$ cat src/rtl/contador_prog_sel.sv
// Debounced up/down select counter for the DPWM frequency mux.
// Optional auto-repeat on long holds: define CONTADOR_PROG_AUTOREPEAT_EN.
module contador_prog_sel #(
  parameter int WIDTH           = 3,
  parameter int MIN_VAL         = 0,
  parameter int MAX_VAL         = 7,
  parameter int RESET_VAL       = 0,
  parameter int DEBOUNCE_CYCLES = 4,
  parameter int WRAP            = 1,
  parameter int REPEAT_DELAY    = 16,
  parameter int REPEAT_PERIOD   = 8
) (
  input  logic             clk,
  input  logic             reset,
  input  logic             boton_aumento,
  input  logic             boton_disminuye,
  input  logic             enable,
  output logic [WIDTH-1:0] numero_frec,
  output logic             cambio,
  output logic             en_max,
  output logic             en_min
);

  localparam int CNT_W = $clog2(DEBOUNCE_CYCLES + 1);
  localparam logic [CNT_W-1:0] CNT_LAST = CNT_W'(DEBOUNCE_CYCLES - 1);
  localparam logic [WIDTH-1:0] MIN_V    = WIDTH'(MIN_VAL);
  localparam logic [WIDTH-1:0] MAX_V    = WIDTH'(MAX_VAL);
  localparam logic [WIDTH-1:0] RESET_V  = WIDTH'(RESET_VAL);

  generate
    if (MIN_VAL >= MAX_VAL || MAX_VAL > (2**WIDTH) - 1)
      $error("contador_prog_sel: need MIN_VAL < MAX_VAL <= 2^WIDTH-1");
    if (RESET_VAL < MIN_VAL || RESET_VAL > MAX_VAL)
      $error("contador_prog_sel: RESET_VAL outside MIN_VAL..MAX_VAL");
    if (DEBOUNCE_CYCLES < 1 || REPEAT_DELAY < 1 || REPEAT_PERIOD < 1)
      $error("contador_prog_sel: cycle-count parameters must be >= 1");
  endgenerate

  // Bit 0 is the increment button, bit 1 the decrement button.
  logic [1:0] raw;
  logic [1:0] press;
  assign raw = {boton_disminuye, boton_aumento};

  generate
    for (genvar gi = 0; gi < 2; gi++) begin : g_btn
      logic             s1;
      logic             s2;
      logic             stable;
      logic             stable_q;
      logic [CNT_W-1:0] cnt;

      always_ff @(posedge clk or negedge reset) begin
        if (!reset) begin
          s1       <= 1'b0;
          s2       <= 1'b0;
          stable   <= 1'b0;
          stable_q <= 1'b0;
          cnt      <= '0;
        end else begin
          s1       <= raw[gi];
          s2       <= s1;
          stable_q <= stable;
          if (s2 == stable) begin
            cnt <= '0;
          end else if (cnt == CNT_LAST) begin
            stable <= s2;
            cnt    <= '0;
          end else begin
            cnt <= cnt + 1'b1;
          end
        end
      end

`ifdef CONTADOR_PROG_AUTOREPEAT_EN
      localparam int HOLD_MAX = (REPEAT_DELAY > REPEAT_PERIOD) ? REPEAT_DELAY : REPEAT_PERIOD;
      localparam int HOLD_W   = $clog2(HOLD_MAX + 1);

      // hold_cnt equals the number of cycles stable has been high; after the
      // first repeat it restarts and counts towards REPEAT_PERIOD instead.
      logic [HOLD_W-1:0] hold_cnt;
      logic              rep_phase;
      logic              rep;

      assign rep = stable && (rep_phase ? (hold_cnt == HOLD_W'(REPEAT_PERIOD))
                                        : (hold_cnt == HOLD_W'(REPEAT_DELAY)));

      always_ff @(posedge clk or negedge reset) begin
        if (!reset) begin
          hold_cnt  <= '0;
          rep_phase <= 1'b0;
        end else if (!stable) begin
          hold_cnt  <= '0;
          rep_phase <= 1'b0;
        end else if (rep) begin
          hold_cnt  <= HOLD_W'(1);
          rep_phase <= 1'b1;
        end else begin
          hold_cnt  <= hold_cnt + 1'b1;
        end
      end

      assign press[gi] = (stable & ~stable_q) | rep;
`else
      assign press[gi] = stable & ~stable_q;
`endif
    end
  endgenerate

  logic [WIDTH-1:0] next_val;

  always_comb begin
    next_val = numero_frec;
    if (enable && press[0] && !press[1]) begin
      if (numero_frec >= MAX_V) next_val = (WRAP != 0) ? MIN_V : MAX_V;
      else                      next_val = numero_frec + 1'b1;
    end else if (enable && press[1] && !press[0]) begin
      if (numero_frec <= MIN_V) next_val = (WRAP != 0) ? MAX_V : MIN_V;
      else                      next_val = numero_frec - 1'b1;
    end
  end

  always_ff @(posedge clk or negedge reset) begin
    if (!reset) begin
      numero_frec <= RESET_V;
      cambio      <= 1'b0;
    end else begin
      numero_frec <= next_val;
      cambio      <= (next_val != numero_frec);
    end
  end

  assign en_max = (numero_frec == MAX_V);
  assign en_min = (numero_frec == MIN_V);

endmodule

$ cat config.mk
export PLATFORM = sky130hd
export DESIGN_NAME = contador_prog_sel
export DESIGN_NICKNAME = d
export VERILOG_FILES = /design/src/rtl/contador_prog_sel.sv
export SDC_FILE = /design/constraint.sdc
export NUM_CORES = 1
export LEC_CHECK = 0
export ABC_CLOCK_PERIOD_IN_PS = 4000
export CAP_MARGIN = 10
export CORE_MARGIN = 8
export CORE_UTILIZATION = 30
export DETAILED_ROUTE_END_ITERATION = 8
export PLACE_DENSITY_LB_ADDON = 0.15
export SETUP_SLACK_MARGIN = 0.5
export SKIP_CTS_REPAIR_TIMING = 1
export SYNTH_ARGS = -nofsm -noshare
export SYNTH_HDL_FRONTEND = slang
export SYNTH_SLANG_ARGS = --single-unit
export TNS_END_PERCENT = 100
$ cat constraint.sdc
create_clock -name clk -period 4 [get_ports clk]
set_clock_uncertainty 0.2 [all_clocks]
set_input_delay 0.8 -clock clk [delete_from_list [all_inputs] [get_ports clk]]
set_output_delay 0.8 -clock clk [all_outputs]
set_load 0.005 [all_outputs]
==> summary.md, run 1 <==
| Metric | Value |
|---|---|
| Combinational share of power | `41.5%` |
| Critical path fanouts, max | `8` |
| Number of global-route vias before repair | `about 540` |
| Synth cell count leaders | `18 x dfrtp_1, 6 x ha_1, 6 x nor3_1` |
| First-pass GRT wire length | `2300 um` |
| Slew Limit Headroom | `between 40% and 50%` |
| CTS root buffer | `clkbuf_4` |
| Sw Pwr | `0.241 mW` |
| Die Y | `68.3 um` |
| Power Density | `702 nW/um2` |
| Total GRT Usage | `under 10%` |
| Worst Hold Depth | `0` |
| Port Buffers | `10` |
| Pin count of the biggest net entering global routing | `19` |
| DRC | `0` |
| Worst-case clock buffer depth | `2` |
| Fin crit period | `~2800 ps` |
| Met1 usage | `8.23%` |
| I/O pins | `11` |
| Top Usage Layer GRT | `met2` |
| RSZ-0062 raised after global routing | `false` |
| Synth Instances | `70` |
| H-tree levels | `1` |
| Clock slew at reported path FFs | `approximately 110 ps` |
| Crit start category | `flop` |
| Die area | `4670 um2` |
| Synth Warn # | `0` |
| TritonCTS buffer count | `3` |
| Setup ws final | `1240 ps` |
| Pre-antenna DRT Iters | `4` |
| Critical-path cell list | `inv_1 -> ha_1 -> nor2b_1 -> clkdlybuf4s50_1` |
| Core area | `2690 um2` |
| Storage cell area | `450 um2` |
| Clk sinks | `18` |
| Row count | `19` |
| Initial antenna violation count | `0` |
| Mean post-synth cell area | `11.7 um2` |
| Synth async-reset ratio | `100%` |
| Seq/Total Area, Yosys | `54.8%` |
| EDFF count, synth | `0` |
| Worst r2r path cells | `6` |
| Max Slew Vio Count | `0` |
| Share of layout cells above drive strength 1 | `11.9%` |
| DRT iter0 DRCs | `37` |
| Final Hold Violating Endpoints | `0` |
| Area of placed instances | `between 900 and 1000 um2` |
| Multi-input logic area | `364 um2` |
| CP endpoint kind | `output pin` |
| Fillers | `271` |
| Slowest CP cell | `clkdlybuf4s50_1` |
| Area Overhead vs Synth | `21.3%` |
| Post-synth top area share | `54.8%` |
| Max Cap Violations | `0` |
| Top post-synthesis cells by area | `dfrtp_1 55%, ha_1 9.1%, nor3_1 3.7%` |
| CTS tree | `yes` |
| Peak supply drop | `311 uV` |
| Cell accounting for the most synthesized area | `dfrtp_1` |
| Layout Nets | `96` |
| Vias post-DR | `552` |
| Met3 Use GR | `2.78%` |
| Lkg Pwr | `0.444 nW` |
| Grt ovf | `0` |
| WL final | `1320 um` |
| Synth cell types | `24` |
| # setup viols final | `0` |
| CP required | `3000 ps` |
| Count leader, synth | `dfrtp_1` |
| Net Sw Frac | `34.4%` |
| Ant diodes | `0` |
| Cell area after synthesis | `822 um2` |
| Fmax | `between 300 and 400 MHz` |
| Sequential share of power | `around 43%` |
| WL/cell | `11.5 um` |
| Pre-CTS setup slack | `~1600 ps` |
| Outcome | `finished, final reports clean` |
| HP Class | `reg2reg` |
| Clock share of power | `15.8%` |
| Placer Congestion | `roughly 0.80` |
| Int Power | `0.459 mW` |
| Measured slew at the worst slew-check pin | `793 ps` |
| Critical path class | `reg2out` |
| Clk_lat worst skew | `a little under 300 ps` |
| Vias/cell | `approximately 4.8` |
| Initial Utilization | `a little under a third` |
| Met2 usage | `9.61%` |
| Slowest Stage Delay on Critical Path | `between 500 and 600 ps` |
| Register bit total from synthesis | `18` |
| Crit path DAT | `1760 ps` |
| Die width | `68.3 um` |
| Total power | `0.700 mW` |
| Ys flop type | `dfrtp_1` |
| Post-Route Setup TNS | `0 ps` |
| Final worst path period share | `69.0%` |
| Antenna-violating nets left | `0` |
| Design Area, Final | `997 um2` |
| Syn nets | `between 80 and 90` |
| Worst hold slack | `157 ps` |
## through the flow
stage | instances | utilization (%)
after detailed placement | 111 | 35.8
after global placement | 111 | 35.8
after global routing | 115 | 37.1
after CTS | 115 | 37.1
final | 115 | 37.1
after floorplan | 70 | -
## worst max-delay path: cells and delay by family, from the launching register on
family / cells / cell delay [ps]
AND/OR/NAND/NOR: 1 / 200
buffers and inverters: 2 / 650
adder cells (fa/ha/maj): 1 / 160
flip-flops: 1 / 470
## routing by layer
metal	part of all wire (%)	vias to the layer above
met5	0	-
met4	1.1	0
met3	5.3	2
met2	45	7
met1	48	268
li1	-	275
## final cells by class
type	instances	area share, %
inverters	2	0.753
flip-flops and latches	18	45.2
well taps	31	3.89
repair buffers	10	10.0
clock buffers	4	3.64
multi-input cells	50	36.5
## power by group through the flow
stage,clock [mW],combinational (mW),sequential [mW]
4_1_cts,0.117,0.298,0.301
5_1_grt,0.124,0.337,0.308
3_3_place_gp,0,0.295,0.302
6_report,0.111,0.291,0.299
3_5_place_dp,0,0.297,0.305
2_1_floorplan,0,0.198,0.295
## registers in the layout, summed over array words and instances, names as in the netlist
| register | cells |
|---|---|
| g_btn.stable | 2 |
| g_btn.s2 | 2 |
| g_btn.cnt | 6 |
| g_btn.stable_q | 2 |
| g_btn.s1 | 2 |
| cambio | 1 |
| numero_frec | 3 |
## path summary, 6_finish.rpt
| path | from | endpoint | slack [ps] |
|---|---|---|---|
| setup / recovery | numero_frec[0] | en_min | 1240 |
| hold / removal | g_btn[0].s1 | g_btn[0].s2 | 160 |
| setup reg to reg | numero_frec[0] | numero_frec[2] | 2020 |
| hold reg to reg | g_btn[0].s1 | g_btn[0].s2 | 160 |
| max in group asynchronous | reset | g_btn[1].cnt[0] | 2340 |
| min in group asynchronous | reset | numero_frec[2] | 760 |
## cells by family (layout without fill, tap and decap cells)
kind of cell / Yosys count / in the layout / share of synthesized area, %
AOI/OAI and AO/OA: 9 / 9 / 6.85
buffers and inverters: 2 / 16 / 0.914
adders and majority gates: 6 / 6 / 9.13
xor gates and xnor gates: 3 / 3 / 3.20
DFF: 18 / 18 / 54.8
and+or+nand+nor: 30 / 30 / 22.4
muxes: 2 / 2 / 2.74
## layout by cell type (no fill, tap or decap), drive strengths merged, types with 2 or more instances in the layout
master	count
nand2	3
ha	6
nand2b	2
nor2	2
clkbuf	4
dfrtp	18
mux2	2
nor3	6
nand3	4
or2	2
nor2b	5
o21ai	2
a21oi	2
nor3b	4
inv	2
clkdlybuf4s50	10
xnor2	2
Power figures use the tool's default switching activity.
==> run 2: changes to the inputs <==
- ABC_CLOCK_PERIOD_IN_PS: 4000 -> 2400
- clock period: 4 -> 2.4 ns (I/O delays scaled with it)
==> run 2 against run 1 <==
Final cell count increased by 4.3%; worst hold slack improved by 4.0 ps; first-iteration DRC count decreased by 68%; utilization increased by 3.4 points; largest cell class unchanged; highest routed layer unchanged; critical endpoint unchanged; routed wire length increased by 5.8%; sequential share of layout area decreased by 3.4 points; global-route usage increased by 0.23 points; sequential power increased by 63%; flip-flop and latch count unchanged; setup slack got worse by 850 ps.
==> summary.md, run 2 (same netlist as run 1, synthesis figures left out) <==
| Metric | Value |
|---|---|
| Outcome | `finished, final reports clean` |
| Power Density | `1190 nW/um2 (+69%)` |
| Clock slew at reported path FFs | `100 ps (about the same)` |
| Worst hold slack | `161 ps (+4.01 ps)` |
| Commonest non-fill, non-tap cells in the layout | `15 x dfrtp_1, 6 x clkdlybuf4s50_1, 5 x nor3_1` |
| Peak supply drop | `613 uV (+97%)` |
| Initial antenna violation count | `0 (unchanged)` |
| Fillers | `262 (-3.3%)` |
| WL final | `1400 um (+5.8%)` |
| CP endpoint kind | `output pin` |
| Crit path DAT | `1320 ps (-440 ps)` |
| # setup viols final | `0 (unchanged)` |
| Lkg Pwr | `0.502 nW (+13%)` |
| Port Buffers | `10 (unchanged)` |
| Grt ovf | `0 (unchanged)` |
| RSZ-0062 raised after global routing | `true` |
| Worst-case clock buffer depth | `2 (unchanged)` |
| CP required | `1720 ps (-1280 ps)` |
| DRC | `0 (unchanged)` |
| WL/cell | `11.6 um (+1.4%)` |
| Critical path fanouts, max | `6 (-2)` |
| Crit start category | `flop` |
| Core area | `2690 um2 (unchanged)` |
| Area Overhead vs Synth | `32.3%` |
| First-pass GRT wire length | `2400 um (+4.2%)` |
| Total GRT Usage | `6.92% (+0.23 points)` |
| Reg-to-reg setup timing slack | `520 ps (-1500 ps)` |
| Final worst path period share | `83.5%` |
| Row count | `19 (unchanged)` |
| Fin crit period | `2000 ps` |
| Pre-antenna DRT Iters | `4 (unchanged)` |
| Vias post-DR | `565 (+2.4%)` |
| DRT iter0 DRCs | `12 (-68%)` |
| Layout Nets | `101 (+5.2%)` |
| Post-layout utilization of the core | `40.5% (+3.4 points)` |
| Critical path class | `reg2out` |
| Ant diodes | `0 (unchanged)` |
| Antenna-violating nets left | `0 (unchanged)` |
| Clk_lat worst skew | `280 ps (about the same)` |
| Die width | `68.3 um (unchanged)` |
| Vias/cell | `4.71 (-1.9%)` |
| Post-Route Setup TNS | `0 ps (unchanged)` |
| Clk sinks | `18 (unchanged)` |
| Slew Limit Headroom | `82.0% (+35 points)` |
| CTS root buffer | `clkbuf_4` |
| Initial Utilization | `30.6% (unchanged)` |
| Share of layout cells above drive strength 1 | `29.2% (+17 points)` |
| Max FFs per register | `6 (unchanged)` |
| Measured slew at the worst slew-check pin | `269 ps (-525 ps)` |
| Pin count of the biggest net entering global routing | `19 (unchanged)` |
| Max Cap Violations | `0 (unchanged)` |
| HP Class | `reg2reg` |
| Die Y | `68.3 um (unchanged)` |
| Register with the most flip-flops | `g_btn.cnt` |
| I/O pins | `11 (unchanged)` |
| DP HPWL | `997 um` |
| Largest regs | `g_btn.cnt: 6 flops, numero_frec: 3 flops` |
| Commonest non-fill, non-tap cell in the layout | `dfrtp_1` |
| Total power | `1.29 mW (+85%)` |
| Max Slew Vio Count | `0 (unchanged)` |
| Final Hold Violating Endpoints | `0 (unchanged)` |
| TritonCTS buffer count | `3 (unchanged)` |
| H-tree levels | `1 (unchanged)` |
| Fmax | `499 MHz` |
| Design Area, Final | `1090 um2 (+9.0%)` |
| Placer Congestion | `0.803 (+0.24%)` |
| Die area | `4670 um2 (unchanged)` |
| Area of placed instances | `968 um2 (+0.78%)` |
| CTS tree | `yes` |
| Number of global-route vias before repair | `561 (+4.1%)` |
[run 2: per-stage QoR]
stage	std cells	worst slack [ps]
4_1_cts	116	-51.9
3_5_place_dp	112	285
3_3_place_gp	112	319
6_report	120	396
5_1_grt	120	330
2_1_floorplan	70	543
[run 2: path summary, 6_finish.rpt]
path	startpoint	to	cells after the start
worst min register to register	g_btn[0].s1	g_btn[0].s2	0
worst max register to register	numero_frec[0]	cambio	8
max in group asynchronous	reset	numero_frec[0]	2
worst max-delay path	numero_frec[0]	en_min	5
min in group asynchronous	reset	g_btn[0].s1	2
worst min-delay path	g_btn[0].s1	g_btn[0].s2	0
[run 2: area by class of cell]
type                    instances  area, um2  share of cell area, %
well taps                      31       38.8                   3.57
clock buffers                   4       36.3                   3.34
multi-input cells              50        404                   37.2
flip-flops and latches         18        454                   41.8
inverters                       2       10.0                  0.921
repair buffers                 15        144                   13.2
[run 2: per-layer routing]
layer / vias to the layer above / global-route usage (%) / part of all wire (%)
li1: 288 / - / -
met1: 261 / 8.30 / 47
met2: 14 / 10.3 / 45
met3: 2 / 3.27 / 7.2
met4: 0 / 3.07 / 1.5
met5: - / 0 / 0
[run 2: report_power, final]
group          leakage, nW  total, mW  internal, mW  switching (mW)
clock               0.0210      0.181        0.0923          0.0890
combinational        0.264      0.624         0.350           0.274
sequential           0.218      0.488         0.407          0.0806
[run 2: worst max-delay path, cell delays in order, from the launching register on]
cell      delay (ps)
dfrtp_2          450
buf_6            140
inv_4             60
ha_4             120
nor2b_4          150
clkbuf_2         120
